**config.mk**
```make
export PLATFORM = sky130hd
export DESIGN_NAME = cpu
export DESIGN_NICKNAME = d
export VERILOG_FILES = /design/src/rtl/cpu.sv
export SDC_FILE = /design/constraint.sdc
export NUM_CORES = 1
export LEC_CHECK = 0
export ABC_AREA = 1
export BUFFER_PORTS_ARGS = -buffer_cell sky130_fd_sc_hd__buf_2
export CAP_MARGIN = 10
export CORE_AREA = 2 2 39 41
export CTS_BUF_LIST = sky130_fd_sc_hd__clkbuf_16
export DETAILED_ROUTE_END_ITERATION = 10
export DIE_AREA = 0 0 41 43
export PLACE_DENSITY = 0.64
export REMOVE_ABC_BUFFERS = 1
export SLEW_MARGIN = 20
export SYNTH_ARGS = -nofsm -noshare
export SYNTH_HDL_FRONTEND = slang
export SYNTH_SLANG_ARGS = --single-unit
```
**constraint.sdc**
```tcl
create_clock -name Clk -period 1.4 [get_ports Clk]
set_clock_uncertainty 0.1 [all_clocks]
set_input_delay 0.21 -clock Clk [delete_from_list [all_inputs] [get_ports Clk]]
set_output_delay 0.21 -clock Clk [all_outputs]
set_load 0.05 [all_outputs]
```
**src/rtl/cpu.sv**
```systemverilog
// Reciprocal engine: reads a 16-bit divisor from DM1, writes floor(2^15/divisor) back, raises Ack.
// Optional build macro RECIP_ROUND_EN selects half-LSB upward rounding instead of truncation.

module cpu_dmem #(
    parameter int MEM_DEPTH = 256,
    parameter int AW        = 8
) (
    input  logic          clk,
    input  logic          we,
    input  logic [AW-1:0] waddr,
    input  logic [7:0]    wdata,
    input  logic [AW-1:0] raddr_hi,
    input  logic [AW-1:0] raddr_lo,
    output logic [7:0]    rdata_hi,
    output logic [7:0]    rdata_lo
);
    logic [7:0] Core [0:MEM_DEPTH-1];

    always_ff @(posedge clk) begin
        if (we) Core[waddr] <= wdata;
    end

    assign rdata_hi = Core[raddr_hi];
    assign rdata_lo = Core[raddr_lo];
endmodule

module cpu #(
    parameter int MEM_DEPTH = 256,
    parameter int DIV_ADDR  = 8,
    parameter int RES_ADDR  = 10
) (
    input  logic Clk,
    input  logic Reset,
    input  logic Start,
    output logic Ack
);
    localparam int AW = $clog2(MEM_DEPTH);
    localparam logic [AW-1:0] DIV_HI = AW'(DIV_ADDR);
    localparam logic [AW-1:0] DIV_LO = AW'(DIV_ADDR + 1);
    localparam logic [AW-1:0] RES_HI = AW'(RES_ADDR);
    localparam logic [AW-1:0] RES_LO = AW'(RES_ADDR + 1);
`ifdef RECIP_ROUND_EN
    localparam logic ROUND_EN = 1'b1;
`else
    localparam logic ROUND_EN = 1'b0;
`endif

    typedef enum logic [2:0] {IDLE, ARMED, LOAD, DIV, STORE_HI, STORE_LO, DONE} state_t;

    state_t      state_q, state_d;
    logic [15:0] divisor_q, divisor_d;
    logic [15:0] rem_q, rem_d;
    logic [16:0] quo_q, quo_d;
    logic [4:0]  cnt_q, cnt_d;
    logic [15:0] result_q, result_d;
    logic        ack_q, ack_d;

    logic          mem_we;
    logic [AW-1:0] mem_waddr;
    logic [7:0]    mem_wdata;
    logic [7:0]    rd_hi, rd_lo;
    logic [16:0]   trial, diff;
    logic          q_bit;

    cpu_dmem #(.MEM_DEPTH(MEM_DEPTH), .AW(AW)) DM1 (
        .clk      (Clk),
        .we       (mem_we),
        .waddr    (mem_waddr),
        .wdata    (mem_wdata),
        .raddr_hi (DIV_HI),
        .raddr_lo (DIV_LO),
        .rdata_hi (rd_hi),
        .rdata_lo (rd_lo)
    );

    // q = floor(2^16/d); the reported result drops the extra fraction bit, optionally rounding on it
    function automatic logic [15:0] recip_result(input logic [16:0] q);
        logic [16:0] sum;
        sum = {1'b0, q[16:1]} + 17'(q[0] & ROUND_EN);
        return sum[16] ? 16'hFFFF : sum[15:0];
    endfunction

    // Restoring step: the dividend bits stream out of the top of quo while quotient bits enter at the bottom
    assign trial = {rem_q, quo_q[16]};
    assign diff  = trial - {1'b0, divisor_q};
    assign q_bit = (trial >= {1'b0, divisor_q});

    always_comb begin
        state_d   = state_q;
        divisor_d = divisor_q;
        rem_d     = rem_q;
        quo_d     = quo_q;
        cnt_d     = cnt_q;
        result_d  = result_q;
        ack_d     = ack_q;
        mem_we    = 1'b0;
        mem_waddr = RES_HI;
        mem_wdata = result_q[15:8];
        case (state_q)
            IDLE:  if (Start) state_d = ARMED;
            ARMED: if (!Start) state_d = LOAD;
            LOAD: begin
                divisor_d = {rd_hi, rd_lo};
                rem_d     = 16'h0000;
                quo_d     = 17'h10000;
                cnt_d     = 5'd0;
                if ({rd_hi, rd_lo} == 16'h0000) begin
                    result_d = 16'hFFFF;
                    state_d  = STORE_HI;
                end else begin
                    state_d  = DIV;
                end
            end
            DIV: begin
                rem_d = q_bit ? diff[15:0] : trial[15:0];
                quo_d = {quo_q[15:0], q_bit};
                cnt_d = cnt_q + 5'd1;
                if (cnt_q == 5'd16) begin
                    result_d = recip_result({quo_q[15:0], q_bit});
                    state_d  = STORE_HI;
                end
            end
            STORE_HI: begin
                mem_we    = 1'b1;
                mem_waddr = RES_HI;
                mem_wdata = result_q[15:8];
                state_d   = STORE_LO;
            end
            STORE_LO: begin
                mem_we    = 1'b1;
                mem_waddr = RES_LO;
                mem_wdata = result_q[7:0];
                state_d   = DONE;
            end
            DONE: begin
                if (Start) begin
                    ack_d   = 1'b0;
                    state_d = ARMED;
                end else begin
                    ack_d   = 1'b1;
                end
            end
            default: state_d = IDLE;
        endcase
    end

    always_ff @(posedge Clk or negedge Reset) begin
        if (!Reset) begin
            state_q   <= IDLE;
            divisor_q <= '0;
            rem_q     <= '0;
            quo_q     <= '0;
            cnt_q     <= '0;
            result_q  <= '0;
            ack_q     <= 1'b0;
        end else begin
            state_q   <= state_d;
            divisor_q <= divisor_d;
            rem_q     <= rem_d;
            quo_q     <= quo_d;
            cnt_q     <= cnt_d;
            result_q  <= result_d;
            ack_q     <= ack_d;
        end
    end

    assign Ack = ack_q;
endmodule

```
After elaboration in Yosys (flattened, before gate mapping)
Memory sizes are Yosys's and may differ from the RTL's.
Cells that the tools add are included.
Widths: inputs -> output; s select.
{ "classes": {"n_addsub": 2, "multipliers": 0, "div_mod_pow": 0, "order_cmp": 1, "n_eq_ne": 11, "shift": 0, "mux": 18, "n_bitwise": 0, "n_reduce_logical": 7} }
{ "op_table": {"columns": ["op", "count"], "rows": [
  ["$pmux 16 s2", 2],
  ["$mux 16", 3],
  ["$pmux 17 s2", 1],
  ["$pmux 3 s6", 1],
  ["$ge 17x16->1", 1],
  ["$logic_not 16->1", 1],
  ["$sub 16x16->16", 1],
  ["$mux 3", 4],
  ["$pmux 5 s2", 1],
  ["$eq 3x3->1 const B", 3],
  ["$mux 8", 1],
  ["$eq 3x2->1 const B", 2],
  ["$ne 2x2->1 const B", 3],
  ["$reduce_and 3->1", 2],
  ["$add 5x1->5 const B", 1],
  ["$eq 5x5->1 const B", 1],
  ["$mux 1", 5],
  ["$reduce_or 2->1", 2],
  ["$eq 3x1->1 const B", 1],
  ["$logic_not 3->1", 1],
  ["$ne 2x1->1 const B", 1],
  ["$reduce_bool 2->1", 1]
]} }
{ "totals": {"reg_bits": 74, "latchBits": 0, "ramBits": 2048, "mem_bits_ro": 0, "inputBits": 3, "output_inout_bits": 1, "elab_cells": 47, "mem_count": 1} }
{ "mem_list": {"columns": ["name", "depth", "width", "read_ports", "rd_ports_with_merged_regs", "wr", "line_no", "rtl"], "rows": [
  ["DM1.Core", 256, 8, 2, 0, 1, "17", "logic [7:0] Core [0:MEM_DEPTH-1];"]
]} }

Depth between registers and ports, before layout
Gate-level depths: netlist of run 1.
{ "depth": {"word_depth": 5, "mapped_depth": 9, "depth_no_buf": 9} }

Hierarchy
A second synthesis of run 1 with hierarchy kept.
{ "unflattened": {"hier_cells": 12166, "area_unflattened_um2": 108008.6} }
{ "by_module_without_submodules": {"columns": ["module", "n_inst", "cells_per_inst", "area_per_inst_um2", "seq_area_each_um2"], "rows": [
  ["cpu_dmem", 1, 11556, 103538.1, 61499.0],
  ["cpu", 1, 610, 4470.5, 1851.8]
]} }

Least setup slack after synthesis of run 1
OpenSTA, ideal clock, no wires.
{ "synth_timing": {"path_kind": "register to register", "start": "register cnt_q[0]", "end": "register state_q[1]", "setup_time_ps": 117, "arrival_ps": 947, "required_time_ps": 1183, "slack_ps": 236, "stages_incl_launch_ff": 10, "n_path_buf": 0, "synth_period_minus_slack_ps": 1164, "path_cell_list": "dfrtp_1 > inv_1 > ha_1 > nand2_1 > inv_1 > nand2_1 > nand2_2 > nand3_1 > nand2_1 > nand2_1"} }
{ "synth_between": {"elab_chain_len": 3} }
{ "synth_rtl": {"columns": ["item", "line_no", "rtl"], "rows": [
  ["start, declared", "54", "logic [4:0] cnt_q, cnt_d;"],
  ["start signal, assigned", "161", "cnt_q <= cnt_d;"],
  ["$eq 5x5->1", "118", "if (cnt_q == 5'd16) begin"],
  ["$ne 2x2->1 (no source line)", null, null],
  ["$reduce_and 3->1 (no source line)", null, null],
  ["end signal, assigned", "157", "state_q <= state_d;"],
  ["end, declared", "50", "state_t state_q, state_d;"]
]} }
Every way passes these cells.
A chain may end at the register's enable or synchronous reset.

Worst setup path after layout of run 1
Ends and elaborated chain as after synthesis.

==> results of run 1 <==
## synthesized netlist by cell type (all sizes together)
master  count  share of area (%)
nand2      20                 16
inv        13                9.2
dfrtp       9                 42
nor2        8                7.5
nand3       7                6.6
o21ai       5                4.7
ha          2                4.7
clkinv      1               0.71
nand4       1                1.2
nor3        1               0.94
o211ai      1                1.4
o22ai       1                1.2
o31ai       1                1.4
xor2        1                1.6
## metal layers
layer | global-route usage (%) | wire length [um] | up-vias
met1 | 19.27 | 481 | 219
met5 | 0 | 0 | -
li1 | - | - | 241
met2 | 23.44 | 485 | 6
met4 | 10.00 | 34 | 0
met3 | 6.283 | 29 | 5
## state kept, by name (all words and copies together) (netlist names)
name,flops
cnt_q,5
state_q,3
Ack,1
## area by class of cell
type,instances,area [um2],area share (%)
multi-input combinational,48,254.0,38.23
sequential,9,226.5,34.09
clock buffer,3,75.07,11.30
inverter,14,52.55,7.910
timing repair buffer,5,32.53,4.896
tap,16,20.02,3.013
clock inverter,1,3.754,0.5650
## kinds of logic after synthesis
kind of cell    count (synthesis)  synth area share, %
simple gates                   37                32.70
buf+inv                        14                9.882
flops                           9                42.35
compound gates                  8                8.707
fa+ha+maj                       2                4.705
xor+xnor                        1                1.647
## worst paths after layout
| path | start | to | slack [ns] | cells after the start |
|---|---|---|---|---|
| max | cnt_q[0]$_DFFE_PN0P_ | state_q[1]$_DFFE_PN0P_ | 0.16 | 9 |
| min | Start | state_q[2]$_DFFE_PN0P_ | 0.16 | 4 |
| max reg2reg | cnt_q[0]$_DFFE_PN0P_ | state_q[1]$_DFFE_PN0P_ | 0.16 | 9 |
| min reg2reg | cnt_q[0]$_DFFE_PN0P_ | cnt_q[0]$_DFFE_PN0P_ | 0.39 | 1 |
| max in group asynchronous | Reset | cnt_q[0]$_DFFE_PN0P_ | 0.74 | 2 |
| min in group asynchronous | Reset | cnt_q[2]$_DFFE_PN0P_ | 0.26 | 2 |
## per-stage QoR
| step | instances | setup WS [ns] | total power [mW] | cell area (um2) |
|---|---|---|---|---|
| 2_1_floorplan | 71 | 0.2357 | 0.7509 | 531.8 |
| 3_3_place_gp | 90 | 0.1543 | 0.8498 | 566.8 |
| 3_5_place_dp | 90 | 0.1477 | 0.8489 | 566.8 |
| 4_1_cts | 95 | 0.1290 | 1.355 | 655.6 |
| 5_1_grt | 96 | 0.01119 | 1.460 | 664.4 |
| 6_report | 96 | 0.1566 | 1.356 | 664.4 |
## where the power goes
group          internal (mW)  switching [mW]  total [mW]
combinational          0.154           0.288       0.442
sequential             0.339          0.0796       0.419
clock                  0.373           0.122       0.495
total                  0.866           0.489        1.36
## what timing repair did
| item | CTS | global route |
|---|---|---|
| resized for setup | 0 | 1 |
| hold buffers | 1 | 0 |
| setup buffers | 0 | 1 |
| setup endpoints to repair | 0 | 1 |
| hold endpoints to repair | 9 | 0 |
## critical path, cell delays in order (launching register included)
cell and delay (ns):
dfrtp_2 0.42, inv_1 0.06, ha_1 0.13, nand2_1 0.04
inv_1 0.04, nand2_1 0.05, nand2_2 0.10, nand3_1 0.08
nand2_1 0.06, nand2_1 0.04
==> metrics.csv, run 1 <==
metric,value,unit
status,finished clean,
Max Cap Viol,0,
max_slew headroom,84.27,%
Critical Path Source Type,flip-flop,
# diodes,0,
DP HPWL,781.7,um
die footprint,1763,um2
arrival time worst endpoint,1.27,ns
Fill cells,126,
Post-DRT Antenna Nets,0,
clk_lat worst skew,0.24,ns
IO Port Bufs,3,
Post-Route WL,1030,um
first-pass GRT wire length,1842,um
pwr/cell area,2040,nW/um2
"most common cell after layout, fill and taps aside",nand2_1,
GRT Residual Overflow,0,
Max Slew Vio Count,0,
measured slew at the worst slew-check pin,0.2342,ns
fmax,804.2,MHz
RSZ-0062 raised after global routing,false,
cts bufs inserted,3,
Remaining DRCs,0,
"Reg clk slew, reported paths",0.04,ns
Final period util,88.82,%
crit end category,flip-flop,
"Distinct cells, synth",19,
row cnt,14,
TNS Setup,0,ns
H-tree depth,1,
I/O pin count,4,
DR iter-0 viols,7,
Fin. Hold Viols,0,
GRT Resource Usage Total,16.23,%
Starting Density,38.43,%
total number of vias,471,
hold slack,0.1644,ns
worst-path maximum fanout,4,
Die Ht,43,um
Final Setup Violations,0,
critical path class,reg2reg,
pin count of the biggest net entering global routing,10,
Ys Warns,0,
vias in the first global route,455,
fin crit period,1.243,ns
type of the tightest min-delay check,in2reg,
sequential fraction of the synthesis area,42.35,%
clock sinks,9,
synthesis-stage register bit count,9,
initial antenna violation count,0,
Die Span X,41,um
WL/cell,10.73,um
drt via density,4.906,
synthesized area,531.8,um2
fraction of layout cells with a size suffix above 1,22.50,%
Worst Path Required,1.42,ns
Max clock buf depth,2,
Syn Inst Count,71,
Final GP Congestion,0.7965,
"commonest cells after routing, fill and taps aside","nand2_1, inv_1, dfrtp_1",
VDD IR max,1153,uV
syn avg cell area,7.490,um2
Leak Pwr,0.3355,nW
Nets,86,
Area Overhead vs Synth,24.94,%
CTS tree,built,
final core utilization,48.01,%
core area,1384,um2
Root Driver,clkbuf_16,
drt first pass iters,2,
Power figures use the tool's default switching activity.
==> inputs of run 2 (changes only) <==
Settings changed: ABC_AREA 1 to 0, CTS_BUF_LIST sky130_fd_sc_hd__clkbuf_16 to sky130_fd_sc_hd__clkbuf_4 sky130_fd_sc_hd__clkbuf_8 sky130_fd_sc_hd__clkbuf_16, PLACE_DENSITY 0.64 to 0.62.
==> run 2 against run 1 <==
Net effect:
- final cell count is 20% lower
- fmax down 7.7%
- flip-flop and latch count unchanged
- highest routed layer unchanged
- power decreased by 6.2%
- hold slack lost 0.070 ns
- synthesized cell count shrank 28%
==> metrics.csv, run 2 <==
metric,value,unit
Layout Cell Area excl Fill,604.3,um2
DP HPWL,730,um
Slowest Stage Delay on Critical Path,0.40,ns
Remaining DRCs,0,
cell with the most instances after synthesis,dfrtp_1,
measured slew at the worst slew-check pin,0.2458,ns
"most common cell after layout, fill and taps aside",dfrtp_1,
Critical Path Source Type,flip-flop,
cts bufs inserted,3,
# placed instances,71,
Fill cells,136,
"commonest cells after routing, fill and taps aside","dfrtp_1, nand2_1, o21ai_0, nand3_1",
drt via density,5.390,
CP cell instances,ha_2 -> nand3_2 -> or4_1 -> nand3_1,
GRT Resource Usage Total,14.57,%
WL/cell,13.13,um
Placed Area,543.0,um2
max_slew headroom,83.73,%
Starting Density,36.44,%
crit end category,flip-flop,
status,finished clean,
number of flip-flops in the largest register,5,
fin cells,77,
critical path class,reg2reg,
fmax,742.3,MHz
clk_lat worst skew,0.27,ns
Register Area,225.2,um2
IO Port Bufs,3,
Yosys top cell area share,44.67,%
"area leader, netlist",dfrtp_1,
drt first pass iters,7,
Multi-input gate area,260.3,um2
final core utilization,43.67,%
TNS Setup,0,ns
Post-DRT Antenna Nets,0,
Syn Inst Count,51,
Max Cap Viol,0,
Die Ht,43,um
Leak Pwr,0.2646,nW
"Distinct cells, synth",23,
top_reg_cell synth,dfrtp_1,
Worst Path Required,1.51,ns
row cnt,14,
synthesized area,504.2,um2
setup ws final,0.05281,ns
Post-Place Worst Slack,0.07040,ns
Max clock buf depth,2,
crit path max-delay cell type,dfrtp_1,
async set-or-reset flop fraction in the synthesized netlist,100.0,%
I/O pin count,4,
syn avg cell area,9.887,um2
clock sinks,9,
sequential fraction of the synthesis area,44.67,%
fraction of layout cells with a size suffix above 1,29.51,%
fin crit period,1.347,ns
type of the tightest min-delay check,in2reg,
first-pass GRT wire length,1607,um
hold slack,0.09423,ns
GRT Residual Overflow,0,
Root Driver,clkbuf_4,
Final GP Congestion,0.7568,
die footprint,1763,um2
Post-synth top cells,"dfrtp_1, nand2_1, nand3_1, o21ai_0",
core area,1384,um2
register with the most flip-flops,cnt_q,
Final period util,96.23,%
Die Span X,41,um
vias in the first global route,375,
VDD IR max,504.4,uV
CTS tree,built,
Area contributors post-synth,"dfrtp_1, nand3_1, nand2_1, ha_1, o21ai_0",
Ys Warns,0,
synthesis-stage register bit count,9,
total number of vias,415,
initial antenna violation count,0,
Area Overhead vs Synth,19.85,%
worst-path maximum fanout,5,
Nets,67,
Max Slew Vio Count,0,
Final Setup Violations,0,
pwr/cell area,2103,nW/um2
Post-Route WL,1011,um
DR iter-0 viols,7,
# diodes,0,
Design Power,1.271,mW
H-tree depth,1,
"EDFF count, synth",0,
pin count of the biggest net entering global routing,10,
Fin. Hold Viols,0,
arrival time worst endpoint,1.45,ns
"Reg clk slew, reported paths",0.07,ns
==> run 2: cell types whose count changed in the layout (fill, tap and decap cells not counted), moves of 4 or more <==
cell,previous run,this run
nand2_2,5,0
inv_1,11,2
nand2_1,15,7
clkbuf_4,0,4
nor2_1,6,1
==> run 2: area by class of cell <==
class	count	share of cell area [%]
clock buffers	4	4.969
flip-flops and latches	9	37.27
multi-input cells	37	43.06
inverters	3	2.277
repair buffers	8	9.110
well taps	16	3.313
==> run 2: what timing repair did <==
action,CTS,global route
resized for setup,0,3
setup buffers,0,1
hold endpoints to repair,9,0
hold buffers,1,0
setup endpoints to repair,0,2
==> run 2: where the power goes <==
part / switching [mW] / internal [mW] / total (mW) / leakage (nW)
logic: 0.299 / 0.247 / 0.546 / 0.133
clock network: 0.103 / 0.130 / 0.233 / 0.0184
registers: 0.126 / 0.366 / 0.491 / 0.113
==> run 2: final timing paths <==
kind | start | endpoint | slack (ns) | cells after the start
min reg2reg | Ack$_DFFE_PN0N_ | Ack$_DFFE_PN0N_ | 0.42 | 2
min | Start | Ack$_DFFE_PN0N_ | 0.09 | 2
min in group asynchronous | Reset | cnt_q[1]$_DFFE_PN0P_ | 0.23 | 2
max | cnt_q[0]$_DFFE_PN0P_ | cnt_q[4]$_DFFE_PN0P_ | 0.05 | 4
max in group asynchronous | Reset | cnt_q[3]$_DFFE_PN0P_ | 0.79 | 2
max reg2reg | cnt_q[0]$_DFFE_PN0P_ | cnt_q[4]$_DFFE_PN0P_ | 0.05 | 4
==> run 2: cells by family after synthesis <==
logic type | after synthesis | share of synthesized area, %
buffers and inverters | 5 | 6.453
muxes | 2 | 3.970
and+or+nand+nor | 22 | 25.81
DFF | 9 | 44.67
AOI/OAI and AO/OA | 11 | 14.14
adders and majority gates | 2 | 4.962
==> run 2: routing by layer <==
layer  track usage [%]  vias up  part of all wire (%)
li1                  -      202                     -
met1             15.51      195                    44
met2             21.88       13                    48
met3             3.141        5                   3.3
met4             14.00        0                   4.7
met5                 0        -                     0
==> run 2: worst max-delay path: cells and delay by family, from the launching register on <==
kind | cells | cell delay (ns)
fa+ha+maj | 1 | 0.22
flops | 1 | 0.40
simple gates | 3 | 0.56
==> inputs of run 3 (changes only) <==
Settings changed: BUFFER_PORTS_ARGS -buffer_cell sky130_fd_sc_hd__buf_2 to default, DONT_BUFFER_PORTS from default to 1, PLACE_DENSITY 0.62 to 0.59.
==> run 3 against run 2 <==
Net effect:
- fmax is 2.4% higher
- register-to-register slack better by 0.03 ns
- wire length shrank 7.4%
- worst setup slack better by 0.031 ns
- clock power down 4%
- non-clock buffer count did not move
- count of clock-buffer cells in the layout stayed put
- combinational power is 10% lower
- utilization is 0.27 points lower
- first-iteration DRC count up 14%
- largest cell class unchanged
- highest routed layer unchanged
==> metrics.csv, run 3 (synthesis gave the netlist of run 2 again) <==
metric,value,unit
Fill cells,141,
fraction of layout cells with a size suffix above 1,22.95,%
sequential fraction of design power,43.0,%
CTS tree,built,
drt via density,5.169,
WL/cell,12.16,um
Post-Route WL,936,um
Max Cap Viol,0,
Fin. Hold Viols,0,
worst-case reg-to-reg path depth,4,
Max clock buf depth,2,
status,finished clean,
Die Ht,43,um
Die Span X,41,um
initial antenna violation count,0,
CP cell instances,ha_1 -> nand3_1 -> or4_1 -> nand3_1,
Final GP Congestion,0.7758,
Post-DRT Antenna Nets,0,
Worst Path Required,1.50,ns
Reg-to-Reg End,cnt_q[4]$_DFFE_PN0P_,
Final period util,93.98,%
Critical Path Source Type,flip-flop,
fmax,760.0,MHz
DP HPWL,689.5,um
Layout Cell Area excl Fill,600.6,um2
Max Slew Vio Count,0,
measured slew at the worst slew-check pin,0.4780,ns
RSZ-0062 raised after global routing,true,
Placed Area,535.5,um2
first-pass GRT wire length,1656,um
max_slew headroom,68.13,%
critical path class,reg2reg,
die footprint,1763,um2
Clk pwr share,17.9,%
type of the tightest min-delay check,in2reg,
Setup crit end,cnt_q[4]$_DFFE_PN0P_,
H-tree depth,1,
crit path from,cnt_q[0]$_DFFE_PN0P_,
clock sinks,9,
worst reg2reg startpoint,cnt_q[0]$_DFFE_PN0P_,
Sw Pwr,0.4965,mW
"most common cell after layout, fill and taps aside",dfrtp_1,
DR iter-0 viols,8,
Final Setup Violations,0,
Area Overhead vs Synth,19.11,%
core area,1384,um2
Cell Int Power,0.7539,mW
FF-to-FF setup slack,0.08,ns
Slowest Stage Delay on Critical Path,0.40,ns
TNS Setup,0,ns
Nets,67,
clk_lat worst skew,0.26,ns
VDD IR max,722.8,uV
register with the most flip-flops,cnt_q,
Remaining DRCs,0,
number of flip-flops in the largest register,5,
"commonest cells after routing, fill and taps aside","dfrtp_1, nand2_1, nand3_1, buf_4, o21ai_0",
Worst path top cell family by delay,simple AND/OR/NAND/NOR gates,
crit end category,flip-flop,
# diodes,0,
IO Port Bufs,0,
worst-path maximum fanout,3,
GRT Resource Usage Total,14.98,%
"Reg clk slew, reported paths",0.06,ns
Leak Pwr,0.2676,nW
switching share of total power,39.71,%
total number of vias,398,
"most used cell, CP",nand3_1,
Starting Density,36.44,%
fin crit period,1.316,ns
Crit path buffers/inverters,0,
combinational share of power,39.1,%
Root Driver,clkbuf_4,
crit path max-delay cell type,or4_1,
Design Power,1.250,mW
row cnt,14,
Critical Path Stages,4,
arrival time worst endpoint,1.41,ns
drt first pass iters,5,
I/O pin count,4,
pin count of the biggest net entering global routing,10,
vias in the first global route,352,
GRT Residual Overflow,0,
pwr/cell area,2082,nW/um2
cts bufs inserted,3,
-- run 3: cell types whose count changed in the layout (fill, tap and decap cells not counted), sizes merged --
| cell | previous run | this run |
|---|---|---|
| dlygate4sd3 | 1 | 2 |
| buf | 7 | 6 |
-- run 3: layer usage --
layer / part of all wire, % / vias up / GRT usage (%)
li1: - / 201 / -
met1: 46 / 189 / 19.47
met2: 49 / 6 / 18.44
met3: 2.9 / 2 / 4.712
met4: 2.4 / 0 / 14.00
met5: 0 / - / 0
-- run 3: power groups by stage --
stage	clock, mW	combinational, mW	sequential (mW)
after floorplan	0	0.299	0.546
after detailed placement	0	0.458	0.546
after CTS	0.235	0.470	0.542
final	0.224	0.489	0.537
after global routing	0.248	0.557	0.557
after global placement	0	0.455	0.547
-- run 3: how the worst min path moves through the flow --
stage                from                     end  cells past startpoint
floorplan           Reset         Ack$_DFFE_PN0N_                      0
global placement    Reset    cnt_q[0]$_DFFE_PN0P_                      0
detailed placement  Reset    cnt_q[0]$_DFFE_PN0P_                      0
CTS                 Start  state_q[2]$_DFFE_PN0P_                      3
global route        Start  state_q[2]$_DFFE_PN0P_                      3
finish              Start  state_q[2]$_DFFE_PN0P_                      3
-- run 3: tightest hold or removal path: stages --
cell and delay, ns:
o21ai_0 0.05, nand2_1 0.05, o21ai_0 0.07
-- run 3: cell type report --
| cell class | instances | area (um2) | area share, % |
|---|---|---|---|
| Inverter | 3 | 13.76 | 2.292 |
| Clock buffer | 4 | 30.03 | 5.000 |
| Sequential cell | 9 | 225.2 | 37.50 |
| Timing Repair Buffer | 8 | 65.06 | 10.83 |
| Multi-Input combinational cell | 37 | 246.5 | 41.04 |
| Tap cell | 16 | 20.02 | 3.333 |
-- run 3: what timing repair did --
item	CTS	global route
buffers inserted	0	2
hold buffers	2	0
gates resized for setup	0	0
setup endpoints to repair	0	2
hold endpoints to repair	10	0
-- run 3: stage by stage --
stage	utilization [%]	setup slack, ns	std cells	hold WS, ns
floorplan	-	0.1184	49	-0.1856
global placement	38.70	0.05571	69	-0.1854
detailed placement	38.70	0.06332	69	-0.1854
CTS	42.31	0.04445	75	0.07119
global route	43.40	-0.003306	77	0.1202
finish	43.40	0.08424	77	0.07357
